**config.mk**
```make
export PLATFORM = sky130hd
export DESIGN_NAME = led_panel_rx
export DESIGN_NICKNAME = d
export VERILOG_FILES = /design/src/rtl/led_panel_pkg.sv /design/src/rtl/sync_edge_det.sv /design/src/rtl/led_panel_rx.sv
export SDC_FILE = /design/constraint.sdc
export NUM_CORES = 1
export LEC_CHECK = 0
export CAP_MARGIN = 25
export CORE_MARGIN = 3
export CORE_UTILIZATION = 45
export DETAILED_ROUTE_END_ITERATION = 8
export GPL_TIMING_DRIVEN = 0
export SLEW_MARGIN = 20
export SYNTH_ARGS = -nofsm -noshare
export SYNTH_HDL_FRONTEND = slang
export SYNTH_SLANG_ARGS = --single-unit
```
**constraint.sdc**
```tcl
create_clock -name clk_in -period 10.1 [get_ports clk_in]
set_input_delay 2.525 -clock clk_in [delete_from_list [all_inputs] [get_ports clk_in]]
set_output_delay 2.525 -clock clk_in [all_outputs]
set_load 0.005 [all_outputs]
```
**src/rtl/led_panel_pkg.sv**
```systemverilog
// Shared types for the LED panel receiver.
// Stream FSM states, pixel type and OE counter width.
package led_panel_pkg;

  typedef enum logic {
    RX_IDLE,
    RX_STREAM
  } rx_state_e;

  typedef logic [2:0] rgb_t;

  localparam int OE_CNT_W = 16;

endpackage

```
**src/rtl/sync_edge_det.sv**
```systemverilog
// Two-flop synchronizer with a third stage for rise detection.
// q_o is the settled level; rise_o flags a 0->1 transition on it.
module sync_edge_det #(
  parameter int W = 1
) (
  input  logic         clk_i,
  input  logic         rst_i,
  input  logic [W-1:0] d_i,
  output logic [W-1:0] q_o,
  output logic [W-1:0] rise_o
);

  logic [W-1:0] s1_q;
  logic [W-1:0] s2_q;
  logic [W-1:0] s3_q;

  always_ff @(posedge clk_i) begin
    if (rst_i) begin
      s1_q <= '0;
      s2_q <= '0;
      s3_q <= '0;
    end else begin
      s1_q <= d_i;
      s2_q <= s1_q;
      s3_q <= s2_q;
    end
  end

  assign q_o    = s2_q;
  assign rise_o = s2_q & ~s3_q;

endmodule

```
**src/rtl/led_panel_rx.sv**
```systemverilog
// LED panel serial receiver: captures one row of top/bottom pixels
// per latch and replays it as a column-indexed valid/ready stream.
import led_panel_pkg::*;

module led_panel_rx #(
  parameter int NUM_COLS      = 64,
  parameter int ADDR_BITS     = 3,
  parameter bit OE_ACTIVE_LOW = 1'b1
) (
  input  logic                        clk_in,
  input  logic                        reset_in,
  input  logic                        bit_clk_in,
  input  logic [2:0]                  rgb_top_in,
  input  logic [2:0]                  rgb_bot_in,
  input  logic                        latch_enable_in,
  input  logic                        output_enable_in,
  input  logic [ADDR_BITS-1:0]        addr_in,
  output logic                        row_valid_out,
  input  logic                        row_ready_in,
  output logic [ADDR_BITS-1:0]        row_addr_out,
  output logic [$clog2(NUM_COLS)-1:0] col_out,
  output logic [2:0]                  rgb_top_out,
  output logic [2:0]                  rgb_bot_out,
  output logic                        row_done_out,
  output logic [15:0]                 oe_cycles_out,
  output logic                        overflow_out,
  output logic                        underrun_out,
  output logic                        overrun_out,
  input  logic                        clear_flags_in
);

  localparam int COLW = $clog2(NUM_COLS);
  localparam int CNTW = $clog2(NUM_COLS + 1);
  localparam int DW   = 6 + ADDR_BITS;
  localparam logic [CNTW-1:0] CNT_FULL = CNTW'(NUM_COLS);
  localparam logic [COLW-1:0] COL_LAST = COLW'(NUM_COLS - 1);

  logic [2:0]    ctl_s;
  logic [2:0]    ctl_r;
  logic [DW-1:0] dat_s;
  logic [DW-1:0] dat_rise_unused;

  sync_edge_det #(.W(3)) u_sync_ctl (
    .clk_i  (clk_in),
    .rst_i  (reset_in),
    .d_i    ({output_enable_in, latch_enable_in, bit_clk_in}),
    .q_o    (ctl_s),
    .rise_o (ctl_r)
  );

  sync_edge_det #(.W(DW)) u_sync_dat (
    .clk_i  (clk_in),
    .rst_i  (reset_in),
    .d_i    ({addr_in, rgb_bot_in, rgb_top_in}),
    .q_o    (dat_s),
    .rise_o (dat_rise_unused)
  );

  logic                 bit_rise;
  logic                 le_rise;
  logic                 oe_act;
  rgb_t                 d_top;
  rgb_t                 d_bot;
  logic [ADDR_BITS-1:0] d_addr;

  assign bit_rise = ctl_r[0];
  assign le_rise  = ctl_r[1];
  assign oe_act   = OE_ACTIVE_LOW ? ~ctl_s[2] : ctl_s[2];
  assign d_top    = dat_s[2:0];
  assign d_bot    = dat_s[5:3];
  assign d_addr   = dat_s[6 +: ADDR_BITS];

  rx_state_e             state_q, state_d;
  logic [CNTW-1:0]       cnt_q;
  logic [NUM_COLS-1:0]   cap_mask_q;
  rgb_t                  cap_top_q [NUM_COLS];
  rgb_t                  cap_bot_q [NUM_COLS];
  logic [OE_CNT_W-1:0]   oe_cnt_q;

  logic                  bit_wr;
  logic [COLW-1:0]       wr_idx;
  logic [CNTW-1:0]       cnt_post;
  logic [NUM_COLS-1:0]   mask_post;
  logic                  load;

  assign bit_wr    = bit_rise && (cnt_q != CNT_FULL);
  assign wr_idx    = cnt_q[COLW-1:0];
  assign cnt_post  = cnt_q + CNTW'(bit_wr);
  assign mask_post = cap_mask_q
                   | ({{(NUM_COLS-1){1'b0}}, bit_wr} << wr_idx);
  assign load      = le_rise && (state_q == RX_IDLE);

  always_ff @(posedge clk_in) begin
    if (reset_in) begin
      cnt_q      <= '0;
      cap_mask_q <= '0;
      oe_cnt_q   <= '0;
    end else if (le_rise) begin
      cnt_q      <= '0;
      cap_mask_q <= '0;
      oe_cnt_q   <= '0;
    end else begin
      cnt_q      <= cnt_post;
      cap_mask_q <= mask_post;
      if (oe_act && (oe_cnt_q != '1)) oe_cnt_q <= oe_cnt_q + 1'b1;
    end
  end

  always_ff @(posedge clk_in) begin
    if (bit_wr) begin
      cap_top_q[wr_idx] <= d_top;
      cap_bot_q[wr_idx] <= d_bot;
    end
  end

  // A bit landing in the latch cycle is folded into the copied row.
  rgb_t                 str_top_q [NUM_COLS];
  rgb_t                 str_bot_q [NUM_COLS];
  logic [NUM_COLS-1:0]  str_mask_q;
  logic [ADDR_BITS-1:0] row_addr_q;
  logic [OE_CNT_W-1:0]  oe_cycles_q;

  always_ff @(posedge clk_in) begin
    if (load) begin
      for (int i = 0; i < NUM_COLS; i++) begin
        str_top_q[i] <= (bit_wr && wr_idx == COLW'(i)) ? d_top : cap_top_q[i];
        str_bot_q[i] <= (bit_wr && wr_idx == COLW'(i)) ? d_bot : cap_bot_q[i];
      end
    end
  end

  always_ff @(posedge clk_in) begin
    if (reset_in) begin
      str_mask_q  <= '0;
      row_addr_q  <= '0;
      oe_cycles_q <= '0;
    end else if (load) begin
      str_mask_q  <= mask_post;
      row_addr_q  <= d_addr;
      oe_cycles_q <= oe_cnt_q;
    end
  end

  logic [COLW-1:0] col_q, col_d;
  logic            done_q, done_d;
  logic            valid;
  logic            fire;

  always_ff @(posedge clk_in) begin
    if (reset_in) begin
      state_q <= RX_IDLE;
      col_q   <= '0;
      done_q  <= 1'b0;
    end else begin
      state_q <= state_d;
      col_q   <= col_d;
      done_q  <= done_d;
    end
  end

  always_comb begin
    state_d = state_q;
    col_d   = col_q;
    done_d  = 1'b0;
    valid   = 1'b0;
    fire    = 1'b0;
    unique case (state_q)
      RX_IDLE: begin
        if (load) begin
          state_d = RX_STREAM;
          col_d   = '0;
        end
      end
      RX_STREAM: begin
        valid = 1'b1;
        fire  = row_ready_in;
        if (fire) begin
          if (col_q == COL_LAST) begin
            state_d = RX_IDLE;
            col_d   = '0;
            done_d  = 1'b1;
          end else begin
            col_d = col_q + 1'b1;
          end
        end
      end
      default: state_d = RX_IDLE;
    endcase
  end

  logic ovf_q, und_q, ovr_q;

  always_ff @(posedge clk_in) begin
    if (reset_in) begin
      ovf_q <= 1'b0;
      und_q <= 1'b0;
      ovr_q <= 1'b0;
    end else begin
      ovf_q <= (ovf_q & ~clear_flags_in) | (bit_rise && cnt_q == CNT_FULL);
      und_q <= (und_q & ~clear_flags_in) | (le_rise && cnt_post != CNT_FULL);
      ovr_q <= (ovr_q & ~clear_flags_in) | (le_rise && state_q != RX_IDLE);
    end
  end

  assign row_valid_out = valid;
  assign row_addr_out  = row_addr_q;
  assign col_out       = col_q;
  assign rgb_top_out   = str_mask_q[col_q] ? str_top_q[col_q] : 3'b000;
  assign rgb_bot_out   = str_mask_q[col_q] ? str_bot_q[col_q] : 3'b000;
  assign row_done_out  = done_q;
  assign oe_cycles_out = oe_cycles_q;
  assign overflow_out  = ovf_q;
  assign underrun_out  = und_q;
  assign overrun_out   = ovr_q;

endmodule
```
==> results.md <==
- The flow ran to the end, and the final reports show no timing, DRC or antenna violations.
- The transition time at the pin with the least slew margin is 1.13 ns.
- The first-pass detailed-route iteration total is 7.
- Yosys printed 0 warnings.
- The floorplan step set the die width to 301 µm.
- The worst setup path is captured at a primary output.
- In the post-synthesis netlist, the biggest area contributors are edfxtp_1 59%, mux2_2 11%, dfxtp_1 11%.
- The count of maximum capacitance violations is 0.
- The count of mapped cells out of synthesis is 2422.
- After detailed routing, the number of vias per cell comes to 5.78.
- The combined area of all synthesized cells is 39100 µm².
- Setup repair after global routing left no endpoint under its margin.
- Counting cells, the worst reg-to-reg path comes to 7.
- The minimum setup slack among reg-to-reg paths is 6.84 ns.
- In the global route stage, met1 resource usage came out at 31.0%.
- In this run, synthesis produced a sequential element count of 981.
- The routed layout has 22100 vias.
- The count of flip-flops with a built-in enable after synthesis is 768.
- The type of origin of the critical path is a register.
- The maximum clock frequency is 0.148 GHz.
- The proportion of power drawn by the clock network is 44.0%.
- The count of endpoints failing hold in the final timing report is 0.
- At the later pin of the worst-skew pair, clock insertion delay measures 0.67 ns.
- The arrival time of data at the critical path endpoint is 4.23 ns.
- The critical path in this run is classified as register to primary output.
- In this run the post-CTS setup repair buffer count came out at 0.
- Clock tree synthesis inserted a total of 102 buffers.
- Pin placement for this block handled 52 I/O pins.
- Summed over all instances, the cell type with the most area after synthesis is edfxtp_1.
- Summed over all layers, the global routing overflow is 0.
- edfxtp_1 is the most common cell in the netlist.
- The maximum number of pins on one net before global-route repair is 97.
- The deepest level of the CTS H-tree is 3.
- The CTS tree is built.
- The via count of the first global-routing pass was 22200.
- The share of flip-flops with an asynchronous set or reset after synthesis is 0%.
- For this run, global-route usage on met2 was measured as 37.4%.
- Counting instances in the post-synthesis netlist gives the leading cell types as 768 x edfxtp_1, 396 x mux2_2, 213 x dfxtp_1, 181 x nor2_1, 121 x nand2_1.
- The final number of setup-violating endpoints is 0.
- The worst hold path cell count is 1.
- The global router's overall resource usage is 22.7%.
- In this run the remaining antenna-violating nets after routing total 0.
- The worst min-delay path startpoint is u_sync_ctl.s1_q[2].
- The worst register-to-register path begins at u_sync_ctl.q_o[1].
- The die is 301 µm tall.
- After clock tree synthesis, the clock-pin slew on the worst setup and hold paths is 0.06 ns.
- After synthesis, flip-flops and latches occupy 69.8% of the total area.
- The top-area cell type share of the netlist area is 58.9%.
- The layout cell share with drive strength beyond 1 is 28.0%.
- The endpoint required time on the critical path is 7.58 ns.
- Sequential cells burn 53.0% of the power.
- The tree built by TritonCTS fans out to 981 sinks.
- The mean routed wirelength per cell is 27.0 µm.
- During placement, the flow inserted port buffers numbering 51.
- Summed over all cells, the static leakage comes to 0.0146 µW.
- For met3 alone, demand over resource in global routing was 3.68%.
- The flip-flop cell with the highest count after synthesis is edfxtp_1.
- The first global-routing pass estimated 150 mm of wire.
- The number of gates resized after CTS was 0.
- A synthesized cell averages 16.2 µm².
- The path category of the worst min-delay check is register to register.
- The total DRC errors in the routed layout is 0.
- The area of all placed cells without fillers is 44700 µm².
- The standard-cell row count is 107.
- Once placement finished, the instance area stood at 41500 µm².
- The relative slew slack is 24.4%.
- Once the floorplan was initialized, standard cells occupied 45.7% of the core.
- The HPWL after detailed placement is 67.7 mm.
- The placeable core region is 85700 µm².
- The congestion estimate from routability-driven global placement came to 0.867.
- The worst ir drop on vdd is 0.159 mV.
- For this block, the initial DRC count from the detailed router was 1946.
- The maximum count of clock buffers along a single path is 3.
- The area added between synthesis and finish is 14.2%.
- The total length of routed wires is 103 mm.
- Of all nets on the critical path, the largest fanout is 10.
- For the final database, setup skew stands at 0.0339 ns.
- The die covers 90500 µm².
- The initial antenna violation count came to 0.
- The post-layout net count is 2618.
- The final-report max-slew violation count was 0.
- In the finished design, the share of the clock period the worst path needs comes to 66.9%.
- The buffer cell driving the clock tree root is clkbuf_16.
- The combinational power share is 3.0%.
- When the netlist entered floorplanning its net count stood at 2443.
- Dividing total power by cell area gives a power density of 186 nW/µm².
- The worst-case hold path end point is u_sync_ctl.q_o[2].
- In this run the critical register-to-register path is captured at str_bot_q[29][0].
- In this run the most used layer during global routing was met2.
- After routing, the total negative slack on setup checks comes to 0 ns.
- The count of unique library cells instantiated by Yosys is 61.
- Net switching is 21.1% of the power.
- The minimum clock period after layout is 6.76 ns.
- The switching power total is 1750 µW.
- Cell internal power was estimated by the tool at 6570 µW.
- The hold-fix buffer count after cts is 0.
## per-layer routing
metal	share of wire, %	up-vias	wire length, µm
met2	49	801	50000
met4	3.2	0	3280
li1	-	9625	-
met1	42	11500	43400
met3	6.1	175	6280
met5	0	-	0
## critical path, cell delays in order, from the launching register on
cell and delay (ns):
dfxtp_1 0.30, buf_2 0.31, nor2b_1 0.20, clkbuf_1 0.49, clkbuf_1 0.65, a22oi_1 0.29
nand2_1 0.24, a22oi_1 0.15, a21oi_1 0.36, clkdlybuf4s50_1 0.57
## flip-flops by register name, indices dropped and copies added (netlist names), 2 cells and up, named ones only
name             count
u_sync_dat.q_o       9
row_addr_out         3
str_top_q          192
str_mask_q          64
cap_bot_q          192
str_bot_q          192
u_sync_ctl.s3_q      2
cnt_q                7
cap_mask_q          64
oe_cycles_out       16
cap_top_q          192
u_sync_ctl.q_o       3
oe_cnt_q            16
u_sync_dat.s1_q      9
col_out              6
u_sync_ctl.s1_q      3
## cells in the final DEF, fill, tap and decap left out, drive strengths merged, types with 4 or more instances in the layout
cell / Yosys / routed
o22ai: 6 / 6
o21ai: 7 / 7
nor2b: 41 / 41
a221o: 6 / 6
clkdlybuf4s50: 0 / 51
nand2: 121 / 121
clkinv: 0 / 21
a2111oi: 5 / 5
ha: 5 / 5
xnor2: 10 / 10
and2: 12 / 12
clkbuf: 95 / 238
dfxtp: 213 / 213
nand3: 17 / 17
mux2i: 13 / 13
edfxtp: 768 / 768
nand2b: 8 / 8
mux4: 100 / 100
nor2: 210 / 210
or3: 4 / 4
xor2: 7 / 7
a31oi: 4 / 4
nor3: 6 / 6
buf: 59 / 79
a21oi: 104 / 104
and3: 9 / 9
a22oi: 53 / 53
bufinv: 0 / 6
mux2: 396 / 396
o221ai: 6 / 6
a211oi: 73 / 73
inv: 36 / 44
## power by group through the flow
stage / clock [µW] / combinational, µW / sequential [µW]
floorplan: 0 / 132 / 4500
global placement: 0 / 220 / 4530
detailed placement: 0 / 249 / 4500
CTS: 3710 / 250 / 4410
global route: 3870 / 263 / 4420
finish: 3660 / 247 / 4410
## how the worst max path moves through the flow
stage                             endpoint  slack [ns]  depth (start not counted)
after floorplan            str_bot_q[0][0]        3.81                          5
after global placement    str_top_q[17][0]        1.33                          5
after detailed placement    rgb_top_out[0]        4.05                          9
after CTS                   rgb_top_out[0]        3.33                          9
after global routing        rgb_top_out[0]        3.25                          9
final                       rgb_top_out[0]        3.34                          9
## cells by family (layout without fill, tap and decap cells)
group | Yosys count | count (layout) | synth area share (%)
DFF | 981 | 981 | 69.8
xor gates and xnor gates | 17 | 17 | 0.381
muxes | 509 | 509 | 17.6
other | 0 | 1 | 0
buffers and inverters | 190 | 441 | 2.11
adders and majority gates | 5 | 5 | 0.160
AOI/OAI and AO/OA | 272 | 272 | 4.63
and+or+nand+nor | 448 | 448 | 5.27
## through the flow
stage | std cells | total power [µW] | setup WS [ns] | hold slack (ns) | util [%]
6_report | 3818 | 8320 | 3.34 | 0.436 | 52.2
3_3_place_gp | 3617 | 4750 | 1.33 | 0.422 | 47.9
5_1_grt | 3817 | 8550 | 3.25 | 0.453 | 52.2
4_1_cts | 3815 | 8380 | 3.33 | 0.437 | 52.1
3_5_place_dp | 3635 | 4750 | 4.05 | 0.422 | 48.4
2_1_floorplan | 2422 | 4630 | 3.81 | 0.414 | -
## area by class of cell
type | instances | area, µm²
timing repair buffer | 71 | 883
clock buffer | 143 | 2830
multi-input combinational | 1251 | 11000
tap | 1144 | 1430
fill | 7044 | 41000
buffer | 154 | 704
clock inverter | 37 | 390
antenna | 1 | 2.50
inverter | 36 | 135
sequential | 981 | 27300
(Power assumes the default switching activity.)
